**src/rtl/sme_pkg.sv**
```systemverilog
// Shared types and constants for the string-matching engine (SME) job scheduler.
package sme_pkg;

  typedef enum logic [2:0] {
    S_IDLE,
    S_LOAD,
    S_SEND_STR,
    S_SEND_PAT,
    S_WAIT,
    S_RESP
  } sme_state_e;

  localparam int unsigned SME_STR_MAX  = 32;
  localparam int unsigned SME_PAT_MAX  = 8;
  localparam logic [4:0]  SME_IDX_NONE = 5'd31;

  // Characters the engine treats specially inside a pattern
  localparam logic [7:0] SME_CHR_BOL   = 8'h5E;  // '^'
  localparam logic [7:0] SME_CHR_EOL   = 8'h24;  // '$'
  localparam logic [7:0] SME_CHR_ANY   = 8'h2E;  // '.'
  localparam logic [7:0] SME_CHR_STAR  = 8'h2A;  // '*'
  localparam logic [7:0] SME_CHR_SPACE = 8'h20;  // ' '

endpackage

```
**src/rtl/sme_rr_arb.sv**
```systemverilog
// Round-robin arbiter: searches upward from last_gnt+1 and reports a one-hot grant;
// the pointer moves to adv_idx when adv is pulsed.
module sme_rr_arb #(
  parameter int unsigned NREQ = 2,
  parameter int unsigned GW   = (NREQ > 2) ? 2 : 1
) (
  input  logic            clk,
  input  logic            reset_n,
  input  logic [NREQ-1:0] req,
  input  logic            adv,
  input  logic [GW-1:0]   adv_idx,
  output logic            gnt_any,
  output logic [GW-1:0]   gnt_idx,
  output logic [NREQ-1:0] gnt_oh
);

  logic [GW-1:0] last_gnt;

  always_comb begin
    gnt_any = 1'b0;
    gnt_idx = '0;
    gnt_oh  = '0;
    for (int unsigned i = 1; i <= NREQ; i++) begin
      if (!gnt_any && req[(32'(last_gnt) + i) % NREQ]) begin
        gnt_any = 1'b1;
        gnt_idx = GW'((32'(last_gnt) + i) % NREQ);
        gnt_oh[(32'(last_gnt) + i) % NREQ] = 1'b1;
      end
    end
  end

  always_ff @(posedge clk or negedge reset_n) begin
    if (!reset_n) begin
      last_gnt <= GW'(NREQ - 1);
    end else if (adv) begin
      last_gnt <= adv_idx;
    end
  end

endmodule

```
**src/rtl/sme_job_sched.sv**
```systemverilog
// Shares one SME among NREQ requesters: buffer a job, replay it as gap-free bursts,
// return the engine result. Optional WAIT timeout: define SME_JOB_TIMEOUT_EN.
module sme_job_sched
  import sme_pkg::*;
#(
  parameter int unsigned NREQ    = 2,
  parameter int unsigned TMO_CYC = 48
) (
  input  logic              clk,
  input  logic              reset_n,
  input  logic [NREQ-1:0]   req_valid,
  output logic [NREQ-1:0]   req_ready,
  input  logic [8*NREQ-1:0] req_data,
  input  logic [NREQ-1:0]   req_kind,
  input  logic [NREQ-1:0]   req_last,
  output logic [NREQ-1:0]   rsp_valid,
  input  logic [NREQ-1:0]   rsp_ready,
  output logic              rsp_match,
  output logic [4:0]        rsp_index,
  output logic              rsp_err,
  output logic [7:0]        sme_chardata,
  output logic              sme_isstring,
  output logic              sme_ispattern,
  input  logic              sme_valid,
  input  logic              sme_match,
  input  logic [4:0]        sme_match_index
);

  localparam int unsigned GW = (NREQ > 2) ? 2 : 1;
`ifdef SME_JOB_TIMEOUT_EN
  localparam bit TMO_EN = 1'b1;
`else
  localparam bit TMO_EN = 1'b0;
`endif
  localparam logic [5:0] TMO_LAST = 6'(TMO_CYC - 1);

  sme_state_e      state, state_d;
  logic [GW-1:0]   g, g_d;
  logic [NREQ-1:0] g_oh, g_oh_d;
  logic [5:0]      slen, slen_d;
  logic [3:0]      plen, plen_d;
  logic [5:0]      k, k_d;
  logic            err, err_d;
  logic [5:0]      wcnt, wcnt_d;

  logic [NREQ-1:0] req_ready_d, rsp_valid_d;
  logic            rsp_match_d, rsp_err_d;
  logic [4:0]      rsp_index_d;
  logic [7:0]      chardata_d;
  logic            isstring_d, ispattern_d;

  logic [7:0] sbuf [SME_STR_MAX];
  logic [7:0] pbuf [SME_PAT_MAX];

  logic            arb_adv, arb_any;
  logic [GW-1:0]   arb_idx;
  logic [NREQ-1:0] arb_oh;

  logic       xfer, cur_kind, cur_last;
  logic [7:0] cur_data, sbuf0, pbuf0;
  logic       s_bad, p_bad, s_wr, p_wr;

  sme_rr_arb #(.NREQ(NREQ), .GW(GW)) u_arb (
    .clk     (clk),
    .reset_n (reset_n),
    .req     (req_valid),
    .adv     (arb_adv),
    .adv_idx (g),
    .gnt_any (arb_any),
    .gnt_idx (arb_idx),
    .gnt_oh  (arb_oh)
  );

  assign cur_data = req_data[{g, 3'b000} +: 8];
  assign cur_kind = req_kind[g];
  assign cur_last = req_last[g];
  assign xfer     = req_ready[g] & req_valid[g];
  assign s_bad    = ~cur_kind & ((slen == 6'(SME_STR_MAX)) | (plen != '0));
  assign p_bad    = cur_kind & (plen == 4'(SME_PAT_MAX));
  assign s_wr     = xfer & ~cur_kind & ~s_bad;
  assign p_wr     = xfer & cur_kind & ~p_bad;
  // Entry 0 may be written on the very edge that launches the burst
  assign sbuf0    = (s_wr && slen == '0) ? cur_data : sbuf[0];
  assign pbuf0    = (p_wr && plen == '0) ? cur_data : pbuf[0];

  always_comb begin
    state_d     = state;
    g_d         = g;
    g_oh_d      = g_oh;
    slen_d      = slen;
    plen_d      = plen;
    k_d         = k;
    err_d       = err;
    wcnt_d      = wcnt;
    req_ready_d = '0;
    rsp_valid_d = '0;
    rsp_match_d = rsp_match;
    rsp_index_d = rsp_index;
    rsp_err_d   = rsp_err;
    chardata_d  = '0;
    isstring_d  = 1'b0;
    ispattern_d = 1'b0;
    arb_adv     = 1'b0;
    unique case (state)
      S_IDLE: begin
        if (arb_any) begin
          g_d         = arb_idx;
          g_oh_d      = arb_oh;
          slen_d      = '0;
          plen_d      = '0;
          err_d       = 1'b0;
          req_ready_d = arb_oh;
          state_d     = S_LOAD;
        end
      end
      S_LOAD: begin
        req_ready_d = g_oh;
        if (s_wr) slen_d = slen + 6'd1;
        if (p_wr) plen_d = plen + 4'd1;
        if (xfer && (s_bad || p_bad)) err_d = 1'b1;
        if (xfer && cur_last) begin
          req_ready_d = '0;
          k_d         = 6'd1;
          if (slen_d != '0) begin
            chardata_d = sbuf0;
            isstring_d = 1'b1;
            state_d    = S_SEND_STR;
          end else if (plen_d != '0) begin
            chardata_d  = pbuf0;
            ispattern_d = 1'b1;
            state_d     = S_SEND_PAT;
          end else begin
            err_d       = 1'b1;
            rsp_valid_d = g_oh;
            rsp_match_d = 1'b0;
            rsp_index_d = SME_IDX_NONE;
            rsp_err_d   = 1'b1;
            state_d     = S_RESP;
          end
        end
      end
      // k counts characters already on the output, so the last one is showing when k == len
      S_SEND_STR: begin
        if (k != slen) begin
          chardata_d = sbuf[k[4:0]];
          isstring_d = 1'b1;
          k_d        = k + 6'd1;
        end else if (plen != '0) begin
          chardata_d  = pbuf[0];
          ispattern_d = 1'b1;
          k_d         = 6'd1;
          state_d     = S_SEND_PAT;
        end else begin
          err_d       = 1'b1;
          rsp_valid_d = g_oh;
          rsp_match_d = 1'b0;
          rsp_index_d = SME_IDX_NONE;
          rsp_err_d   = 1'b1;
          state_d     = S_RESP;
        end
      end
      S_SEND_PAT: begin
        if (k != {2'b00, plen}) begin
          chardata_d  = pbuf[k[2:0]];
          ispattern_d = 1'b1;
          k_d         = k + 6'd1;
        end else begin
          wcnt_d  = '0;
          state_d = S_WAIT;
        end
      end
      S_WAIT: begin
        if (sme_valid) begin
          rsp_valid_d = g_oh;
          rsp_match_d = sme_match;
          rsp_index_d = sme_match_index;
          rsp_err_d   = err;
          state_d     = S_RESP;
        end else if (TMO_EN && wcnt == TMO_LAST) begin
          rsp_valid_d = g_oh;
          rsp_match_d = 1'b0;
          rsp_index_d = SME_IDX_NONE;
          rsp_err_d   = 1'b1;
          state_d     = S_RESP;
        end else begin
          wcnt_d = wcnt + 6'd1;
        end
      end
      S_RESP: begin
        rsp_valid_d = g_oh;
        if (rsp_ready[g]) begin
          rsp_valid_d = '0;
          arb_adv     = 1'b1;
          state_d     = S_IDLE;
        end
      end
      default: state_d = S_IDLE;
    endcase
  end

  always_ff @(posedge clk or negedge reset_n) begin
    if (!reset_n) begin
      state         <= S_IDLE;
      g             <= '0;
      g_oh          <= '0;
      slen          <= '0;
      plen          <= '0;
      k             <= '0;
      err           <= 1'b0;
      wcnt          <= '0;
      req_ready     <= '0;
      rsp_valid     <= '0;
      rsp_match     <= 1'b0;
      rsp_index     <= SME_IDX_NONE;
      rsp_err       <= 1'b0;
      sme_chardata  <= '0;
      sme_isstring  <= 1'b0;
      sme_ispattern <= 1'b0;
    end else begin
      state         <= state_d;
      g             <= g_d;
      g_oh          <= g_oh_d;
      slen          <= slen_d;
      plen          <= plen_d;
      k             <= k_d;
      err           <= err_d;
      wcnt          <= wcnt_d;
      req_ready     <= req_ready_d;
      rsp_valid     <= rsp_valid_d;
      rsp_match     <= rsp_match_d;
      rsp_index     <= rsp_index_d;
      rsp_err       <= rsp_err_d;
      sme_chardata  <= chardata_d;
      sme_isstring  <= isstring_d;
      sme_ispattern <= ispattern_d;
    end
  end

  always_ff @(posedge clk) begin
    if (s_wr) sbuf[slen[4:0]] <= cur_data;
    if (p_wr) pbuf[plen[2:0]] <= cur_data;
  end

endmodule
```
**config.mk**
```make
export PLATFORM = sky130hd
export DESIGN_NAME = sme_job_sched
export DESIGN_NICKNAME = d
export VERILOG_FILES = /design/src/rtl/sme_pkg.sv /design/src/rtl/sme_rr_arb.sv /design/src/rtl/sme_job_sched.sv
export SDC_FILE = /design/constraint.sdc
export NUM_CORES = 1
export LEC_CHECK = 0
export ABC_CLOCK_PERIOD_IN_PS = 6000
export CORE_MARGIN = 2
export CORE_UTILIZATION = 60
export DETAILED_ROUTE_END_ITERATION = 10
export HOLD_SLACK_MARGIN = 0.03
export PLACE_DENSITY = 0.87
export REMOVE_ABC_BUFFERS = 1
export SLEW_MARGIN = 20
export SYNTH_ARGS = -nofsm -noshare
export SYNTH_HDL_FRONTEND = slang
export SYNTH_HIERARCHICAL = 1
export SYNTH_SLANG_ARGS = --single-unit
```
**constraint.sdc**
```tcl
create_clock -name clk -period 6 [get_ports clk]
set_input_delay 1.2 -clock clk [delete_from_list [all_inputs] [get_ports clk]]
set_output_delay 1.2 -clock clk [all_outputs]
set_load 0.02 [all_outputs]
```
==> results of run 1 <==
worst min-delay path by stage:
stage | from | endpoint | cells after the start
after global routing | u_arb/last_gnt | u_arb/last_gnt | 2
after CTS | rsp_err | rsp_err | 1
after detailed placement | rsp_err | rsp_err | 1
final | rsp_err | rsp_err | 1
after floorplan | u_arb/last_gnt | u_arb/last_gnt | 2
after global placement | rsp_err | rsp_err | 1
registers in the layout, indices dropped and copies added, names as in the netlist, 2 cells and up:
| register | flops |
|---|---|
| g_oh | 2 |
| slen | 6 |
| plen | 4 |
| k | 6 |
| sme_chardata | 8 |
| pbuf | 64 |
| state | 3 |
| rsp_index | 5 |
| req_ready | 2 |
| sbuf | 256 |
| rsp_valid | 2 |
cell type report:
| type | instances | area [sq um] | area share (%) |
|---|---|---|---|
| Timing Repair Buffer | 63 | 603 | 3.45 |
| Tap cell | 330 | 413 | 2.36 |
| Clock inverter | 21 | 214 | 1.22 |
| Sequential cell | 365 | 10800 | 61.4 |
| Clock buffer | 42 | 923 | 5.28 |
| Inverter | 15 | 56.3 | 0.322 |
| Multi-Input combinational cell | 448 | 4540 | 25.9 |
cells in the final DEF (no fill, tap or decap), types with 22 or more instances in the layout:
| cell | instances |
|---|---|
| clkbuf_16 | 36 |
| nor2_1 | 47 |
| nor2b_1 | 22 |
| mux2i_1 | 22 |
| clkdlybuf4s50_1 | 52 |
| dfrtp_1 | 37 |
| mux4_2 | 88 |
| nand2_1 | 29 |
| mux2_2 | 23 |
| edfxtp_1 | 320 |
metal layers:
layer,routed length (um),up-vias,track usage (%)
met2,17400,697,43.6
met3,3930,139,6.91
met1,14100,4504,40.0
li1,-,3664,-
met4,1780,0,11.9
met5,0,-,0
kinds of logic after synthesis:
| family | after synthesis |
|---|---|
| AOI/OAI and AO/OA | 119 |
| buffers and inverters | 65 |
| adders and majority gates | 7 |
| muxes | 133 |
| and+or+nand+nor | 176 |
| xor gates and xnor gates | 13 |
| DFF | 365 |
report_power, final:
part | internal (W) | total (W) | switching [W]
clock network | 0.00128 | 0.00220 | 0.000922
registers | 0.00304 | 0.00324 | 0.000191
logic | 0.000642 | 0.00158 | 0.000936
stage by stage:
stage | util, % | instances | hold slack, ps
after floorplan | - | 828 | 472
after global placement | 64.5 | 1221 | 481
after detailed placement | 64.5 | 1221 | 501
after CTS | 69.0 | 1284 | 517
after global routing | 69.1 | 1284 | 530
final | 69.1 | 1284 | 510
==> run_results.csv, run 1 <==
group,metric,value,unit
yosys,synth_top_family_by_area,"multiplexers",
finish,fin_area,17500,sq um
clock_network,cts.clk_slew.worst_paths,60,ps
routing,drt_first_pass_iters,10,
setup_path,rrSetupSlack,1890,ps
clock_network,cts_buffer_depth,3,
finish,area_delta_synth_final,12.6,%
finish,n_antenna_cell,0,
yosys,ys_types,69,
sta,hold_viol_final,0,
sta,fin_tns_setup,0,ps
yosys,synth_area_per_cell,17.7,sq um
yosys,yosys.area.top_type,"edfxtp_1",
finish,layout.nets,969,
sta,fin_ws,1740,ps
yosys,netlist_area,15500,sq um
setup_path,rr_startpoint,"plen[0]",
yosys,synth_top_cells_by_area,"edfxtp_1 62%, mux4_2 13%, dfrtp_1 6.3%",
place,io_buffer_count,53,
global_route,grt_max_degree,62,
routing,via_per_inst,7.01,
sta,setup_viol,0,
status,violations,"design-rule violations",
die,core_area,25300,sq um
clock_network,cts_resized,0,
yosys,synthSimpleGateAreaFrac,5.78,%
die,die_x,165,um
global_route,antenna_found_initial,0,
routing,vias,9004,
power_and_ir_drop,p_leak,5.62,nW
setup_path,required,6140,ps
clock_network,postCtsSetupBuffers,0,
job,cap_violations,0,
die,die_area,27200,sq um
yosys,ys_seq_elements,365,
sta,max_freq,235,MHz
place,dp_slack,1280,ps
routing,post-route-drc-count,2,
setup_path,rr_worst_depth,7,
setup_path,crit_start,"req_valid[0]",
yosys,synth_common_cells,"320 x edfxtp_1, 88 x mux4_2, 47 x nor2_1, 39 x dfrtp_1, 29 x nand2_1",
die,start_util,61.4,%
yosys,yosys_warnings,6,
yosys,synth.most_common_cell,"edfxtp_1",
global_route,grt_pass1_wl,56100,um
sta,tightest_slew,1140,ps
setup_path,crit_buf_inv,1,
setup_path,start_kind,"primary input",
die,rows,58,
setup_path,slowest_delay,930,ps
yosys,synth_enable_flop_cells,320,
yosys,yosysTopAreaCellShare,61.8,%
yosys,seq_area_frac_synth,69.1,%
setup_path,endpoint,"sbuf[14][6]",
yosys,synth_cells,878,
setup_path,crit_fanout,8,
place,gp_congestion,0.944,
sta,finClkSkew,14.4,ps
clock_network,cts-htree-levels,2,
setup_path,path_cells,"clkdlybuf4s50_1 -> nand3b_1 -> a211o_1 -> nor2_1 -> nand2_1 -> nor3_1",
place,dp_hpwl,21900,um
global_route,grt_pass1_vias,8776,
clock_network,clkSinkCount,365,
yosys,synth_fa_ha_area_share,0.564,%
clock_network,cts-root-buf,"clkbuf_16",
sta,period_share,71.0,%
setup_path,end_kind,"flop",
yosys,synth_compound_area_share,6.11,%
min_path,min_path_type,"reg -> reg",
sta,drv_slew,0,
yosys,synth-main-ff-cell,"edfxtp_1",
global_route,gr-usage-all-layers,28.5,%
die,fp.dieH,165,um
yosys,synth_mux_area_share,15.8,%
power_and_ir_drop,vdd_drop_max,0.000396,V
clock_network,cts_buffers,36,
routing,routed_wire_length_per_instance,29.0,um
global_route,gr-total-overflow,0,
setup_path,timing.rr.end,"sbuf[14][6]",
routing,antenna_left,0,
status,status,"complete, but fails checks",
die,num_io_pins,54,
yosys,async_reset_ff_share,12.3,%
sta,rsz0062_at_grt,"no",
finish,fillers,1508,
place,dpl_cell_area,16300,sq um
setup_path,critPathArrivalTime,4400,ps
clock_network,cts_hold_buffers,0,
power_and_ir_drop,power_density,401,nW/um^2
sta,finalCriticalPeriod,4260,ps
yosys,synth_xor_area_share,0.733,%
power_and_ir_drop,fin_total_pwr,0.00701,W
setup_path,crit_family,"simple AND/OR/NAND/NOR gates",
routing,drtIter0Drc,1423,
clock_network,insertion_delay,530,ps
sta,max_slew_margin,24.3,%
setup_path,cp_slowest_cell,"nor3_1",
clock_network,cts_tree,"yes",
routing,finalWirelength,37200,um
finish,drive_gt1_share,21.9,%
setup_path,cp.depth,6,
setup_path,worst-setup-path-type,"in -> reg",
Power figures use the tool's default switching activity.
==> inputs of run 2 (changes only) <==
ABC_CLOCK_PERIOD_IN_PS = 3800   (was 6000)
CORE_UTILIZATION = 55   (was 60)
PLACE_DENSITY = 0.85   (was 0.87)
clock period = 3.8 ns   (was 6 ns; I/O delays follow)
==> run 2 against run 1 <==
The flow now finishes without violations. Worst setup slack worse by 1400 ps. Wire length decreased by 5.2%. Final area increased by 2.9%. Clock skew increased by 2.1 ps. Cell count grew 7.6%. Total power up 60%. Critical endpoint is now sbuf[13][1]. Highest routed layer is now met5.
==> run_results.csv, run 2 (synthesized netlist as in run 1, its figures left out) <==
group,metric,value,unit
setup_path,crit_fanout,12,
setup_path,rr_startpoint,"plen[0]",
setup_path,start_kind,"flop",
job,cap_violations,0,
sta,max_freq,293,MHz
die,core_area,27800,sq um
power_and_ir_drop,vdd_drop_max,0.000434,V
setup_path,critPathArrivalTime,3630,ps
die,die_area,29600,sq um
finish,layout_common_cells,"320 x edfxtp_1, 88 x mux4_2, 54 x buf_4",
routing,finalWirelength,35300,um
sta,drv_slew,0,
routing,drtIter0Drc,1251,
min_path,min_path_type,"in -> async",
sta,rsz0062_at_grt,"no",
die,die_x,172,um
place,dp_slack,366,ps
power_and_ir_drop,p_leak,5.92,nW
routing,routed_wire_length_per_instance,25.5,um
routing,via_per_inst,6.46,
clock_network,cts_buffer_depth,3,
setup_path,worst-setup-path-type,"reg -> reg",
sta,finClkSkew,16.5,ps
power_and_ir_drop,power_density,623,nW/um^2
place,gp_congestion,0.921,
finish,drive_gt1_share,25.7,%
die,fp.dieH,172,um
global_route,grt_pass1_vias,8914,
clock_network,cts-root-buf,"clkbuf_16",
finish,n_antenna_cell,0,
global_route,gr-usage-all-layers,24.6,%
routing,drt_first_pass_iters,7,
clock_network,postCtsSetupBuffers,0,
sta,hold_viol_final,0,
sta,max_slew_margin,33.5,%
setup_path,rrSetupSlack,390,ps
sta,tightest_slew,989,ps
finish,largest_register_ffs,256,
setup_path,end_kind,"flop",
global_route,antenna_found_initial,1,
clock_network,clkSinkCount,365,
global_route,grt_pass1_wl,53400,um
place,io_buffer_count,53,
clock_network,cts.clk_slew.worst_paths,60,ps
clock_network,cts_hold_buffers,0,
sta,whs,242,ps
clock_network,cts_resized,0,
sta,period_share,89.8,%
finish,area_delta_synth_final,15.8,%
sta,setup_viol,0,
finish,final_common_cell,"edfxtp_1",
sta,finalCriticalPeriod,3410,ps
clock_network,cts_buffers,37,
clock_network,cts_tree,"yes",
sta,fin_ws,386,ps
global_route,gr-total-overflow,0,
place,dp.cells,1315,
die,rows,61,
setup_path,required,4020,ps
finish,fin_cells,1382,
die,num_io_pins,54,
die,start_util,55.9,%
routing,antenna_left,0,
clock_network,insertion_delay,520,ps
global_route,grt_max_degree,52,
place,dp_hpwl,22000,um
clock_network,cts-htree-levels,2,
setup_path,rr_worst_depth,8,
sta,fin_tns_setup,0,ps
status,status,"completed",
routing,vias,8927,
routing,post-route-drc-count,0,
finish,layout.nets,1016,
setup_path,timing.rr.end,"sbuf[13][1]",
==> run 2: worst max-delay path by stage <==
stage                           start              end  slack, ps  cells past startpoint
after global placement    req_kind[1]      sbuf[13][7]        430                      7
after detailed placement  req_kind[1]      sbuf[13][5]        370                      7
after global routing          plen[0]      sbuf[13][6]        170                      8
after CTS                     plen[0]      sbuf[13][4]        470                      8
final                         plen[0]      sbuf[13][1]        390                      8
after floorplan                  k[0]  sme_chardata[2]      -1140                      5
==> run 2: critical path, cell delays in order, from the launching register on <==
cell	delay [ps]
dfrtp_1	510
inv_1	200
ha_1	190
or3b_1	490
a211o_1	370
nor2_1	410
nand2_1	430
nor3_1	270
buf_4	220
==> run 2: cell type report <==
cell class	count	area (sq um)
clock buffers	49	1070
inverters	15	56.3
flip-flops and latches	365	10800
clock inverters	18	149
fillers	1837	9780
multi-input cells	448	4510
repair buffers	109	986
well taps	378	473
==> run 2: per-stage QoR <==
stage                     instance area, sq um  total power (W)  util, %
after floorplan                          15300          0.00680        -
after global placement                   16800          0.00757     60.4
after detailed placement                 16800          0.00765     60.4
after CTS                                18000           0.0112     64.8
after global routing                     18000           0.0116     64.8
final                                    18000           0.0112     64.8
==> run 2: where the power goes <==
| part | internal, W | total [W] | switching, W |
|---|---|---|---|
| combinational | 0.00107 | 0.00260 | 0.00154 |
| sequential | 0.00480 | 0.00501 | 0.000210 |
| clock | 0.00213 | 0.00360 | 0.00146 |
| total | 0.00800 | 0.0112 | 0.00321 |
==> run 2: layer usage <==
metal	share of wire, %	track usage [%]
met1	40	34.7
met2	49	39.9
met3	8.2	4.37
met4	2.8	7.45
met5	0.037	0
==> inputs of run 3 (changes only) <==
ABC_AREA = 1   (was not set)
==> run 3 against run 2 <==
Critical path depth grew 4. Highest routed layer is now met4. Clock power about the same. Synthesized cell count increased by 68%. Worst hold slack lost 28 ps. Sequential share of layout area fell by 1.0 points. Final area is 1.7% higher. Area after synthesis up 2.4%. Total power up 21%. Clock-buffer cell count shrank 3. Combinational power rose by 83%. Die area grew 2.4%. Critical endpoint is now state[1]. Cell count up 42%.
==> run_results.csv, run 3 <==
group,metric,value,unit
yosys,yosys.area.top_type,"edfxtp_1",
power_and_ir_drop,internal-power,0.00843,W
power_and_ir_drop,p_switching,0.00515,W
clock_network,cts-root-buf,"clkbuf_16",
power_and_ir_drop,vdd_drop_max,0.000731,V
die,num_io_pins,54,
finish,register_area,10700,sq um
sta,whs,213,ps
global_route,gr-total-overflow,0,
power_and_ir_drop,p_leak,6.64,nW
clock_network,cts.clk_slew.worst_paths,70,ps
finish,fin_area,18300,sq um
sta,tightest_slew,918,ps
die,start_util,55.6,%
setup_path,required,4240,ps
clock_network,cts_buffer_depth,3,
place,dp_hpwl,25200,um
finish,drive_gt1_share,10.0,%
setup_path,crit_family,"simple AND/OR/NAND/NOR gates",
finish,final_common_cell,"edfxtp_1",
yosys,synth-main-ff-cell,"edfxtp_1",
routing,wl_met2,19500,um
routing,routed_wire_length_per_instance,20.8,um
setup_path,end_kind,"flop",
finish,layout.nets,1589,
setup_path,timing.rr.end,"state[1]",
setup_path,crit_buf_inv,1,
place,dpl_cell_area,17100,sq um
finish,n_antenna_cell,0,
routing,top_layer_used,"met4",
yosys,synth.most_common_cell,"edfxtp_1",
finish,fillers,2063,
place,io_buffer_count,53,
setup_path,endpoint,"state[1]",
power_and_ir_drop,fin_total_pwr,0.0136,W
global_route,grt_pass1_wl,64000,um
status,status,"completed",
finish,area_delta_synth_final,15.0,%
die,die_area,30300,sq um
sta,max_slew_margin,38.7,%
yosys,yosysTopAreaCellShare,60.4,%
setup_path,critPathArrivalTime,3210,ps
routing,drt-met1-wl,15600,um
place,gp_congestion,0.961,
sta,hold_viol_final,0,
sta,finClkSkew,33.6,ps
clock_network,cts-htree-levels,2,
setup_path,worst-setup-path-type,"reg -> reg",
yosys,yosys_warnings,6,
clock_network,cts_hold_buffers,0,
routing,drt_first_pass_iters,6,
yosys,async_reset_ff_share,12.3,%
setup_path,slowest_delay,560,ps
yosys,ys_types,44,
setup_path,rr_startpoint,"g",
routing,finalWirelength,40800,um
clock_network,insertion_delay,550,ps
finish,largest_register_ffs,256,
setup_path,crit_start,"g",
yosys,synth_enable_flop_cells,320,
sta,max_freq,361,MHz
power_and_ir_drop,seqPwrFrac,38.4,%
routing,via_per_inst,6.10,
global_route,grt_pass1_vias,11495,
sta,setup_viol,0,
global_route,grt_max_degree,118,
sta,period_share,72.9,%
die,rows,62,
power_and_ir_drop,combPwrFrac,35.0,%
routing,post-route-drc-count,0,
power_and_ir_drop,power_density,742,nW/um^2
setup_path,start_kind,"flop",
yosys,synth_area_per_cell,10.8,sq um
global_route,gr-usage-all-layers,27.2,%
sta,drv_slew,0,
die,die_x,174,um
sta,finalCriticalPeriod,2770,ps
yosys,synth_common_cells,"320 x edfxtp_1, 295 x nand2_1, 211 x nor2_1, 162 x o21ai_0, 69 x nand3_1",
finish,layout_common_cells,"320 x edfxtp_1, 295 x nand2_1, 211 x nor2_1",
setup_path,rr_worst_depth,12,
power_and_ir_drop,power_frac_clock,26.6,%
min_path,min_path_type,"in -> async",
clock_network,cts_tree,"yes",
setup_path,crit_top_cell,"nand2_1",
routing,drtIter0Drc,1586,
die,fp.dieH,174,um
clock_network,cts_resized,0,
sta,rsz0062_at_grt,"no",
finish,multi_input_area,4600,sq um
routing,vias,11958,
die,core_area,28600,sq um
yosys,seq_area_frac_synth,67.5,%
yosys,synth_top_cells_by_area,"edfxtp_1 60%, nand2_1 7.0%, dfrtp_1 6.1%",
power_and_ir_drop,switching_share,37.9,%
setup_path,rrSetupSlack,1030,ps
setup_path,cp_slowest_cell,"dfrtp_1",
yosys,synth_cells,1473,
setup_path,crit_fanout,16,
clock_network,cts_buffers,37,
clock_network,clkSinkCount,365,
job,cap_violations,0,
setup_path,path_cells,"inv_2 -> nand3_1 -> nand2_1 -> nand3_1 -> o21ai_1 -> nand2_1 -> nor2_1 -> nand3_1 -> nand2_2 -> nand2_1 -> nand2_1 -> nand2_1",
routing,met3WireLength,3940,um
sta,fin_tns_setup,0,ps
setup_path,cp.depth,12,
global_route,antenna_found_initial,0,
routing,antenna_left,0,
yosys,netlist_area,15900,sq um
clock_network,postCtsSetupBuffers,0,
yosys,ys_seq_elements,365,
## run 3: changes by cell type in the layout (fill, tap and decap cells not counted), moves of 21 or more
cell | before | now
nand2_1 | 29 | 295
inv_1 | 13 | 58
nor2_1 | 47 | 211
o21ai_0 | 17 | 162
mux2i_1 | 22 | 1
mux4_2 | 88 | 0
nand4_1 | 5 | 27
a21oi_1 | 9 | 47
mux2_2 | 23 | 0
o22ai_1 | 4 | 39
nand3_1 | 11 | 69
nor2b_1 | 22 | 0
## run 3: cell families after synthesis
kind of cell	after synthesis	synth area share, %
xor+xnor	11	0.605
fa+ha+maj	7	0.550
simple gates	638	16.9
buf+inv	147	3.62
compound gates	304	10.8
flops	365	67.5
mux	1	0.0629
## run 3: layout make-up
type                    instances  area share (%)
multi-input cells             961            25.1
inverters                      72            1.49
flip-flops and latches        365            58.7
well taps                     384            2.63
clock inverters                20            1.09
clock buffers                  46            5.48
repair buffers                112            5.44
## run 3: worst register-to-register path: cells and delay by family, from the launching register on
kind,cells,cell delay [ps]
buffers and inverters,1,290
AOI/OAI and AO/OA,1,320
and+or+nand+nor,10,1530
DFF,1,560
## run 3: per-stage QoR
| stage | std cells | utilization, % | setup WS [ps] |
|---|---|---|---|
| final | 1960 | 63.9 | 1030 |
| after global routing | 1960 | 63.9 | 756 |
| after CTS | 1960 | 63.9 | 1050 |
| after detailed placement | 1894 | 59.7 | 531 |
| after global placement | 1894 | 59.7 | 610 |
| after floorplan | 1398 | - | -1600 |
## run 3: worst min path at each step
stage / slack [ps] / depth (start not counted) / end / from
after CTS: 430 / 1 / sme_isstring / reset_n
after global routing: 260 / 1 / sme_isstring / reset_n
after global placement: 460 / 2 / rsp_index[1] / rsp_index[1]
after floorplan: 460 / 0 / err / reset_n
final: 210 / 1 / sme_isstring / reset_n
after detailed placement: 470 / 2 / rsp_index[1] / rsp_index[1]
## run 3: per-layer routing
metal	global-route usage (%)	up-vias
met5	0	-
met4	12.2	0
met3	4.53	129
met2	44.3	773
met1	36.2	5689
li1	-	5367
## run 3: power groups by stage
stage	combinational, W	sequential [W]	clock (W)
2_1_floorplan	0.00266	0.00553	0
3_3_place_gp	0.00449	0.00528	0
3_5_place_dp	0.00464	0.00528	0
4_1_cts	0.00468	0.00521	0.00363
5_1_grt	0.00520	0.00523	0.00379
6_report	0.00476	0.00521	0.00361
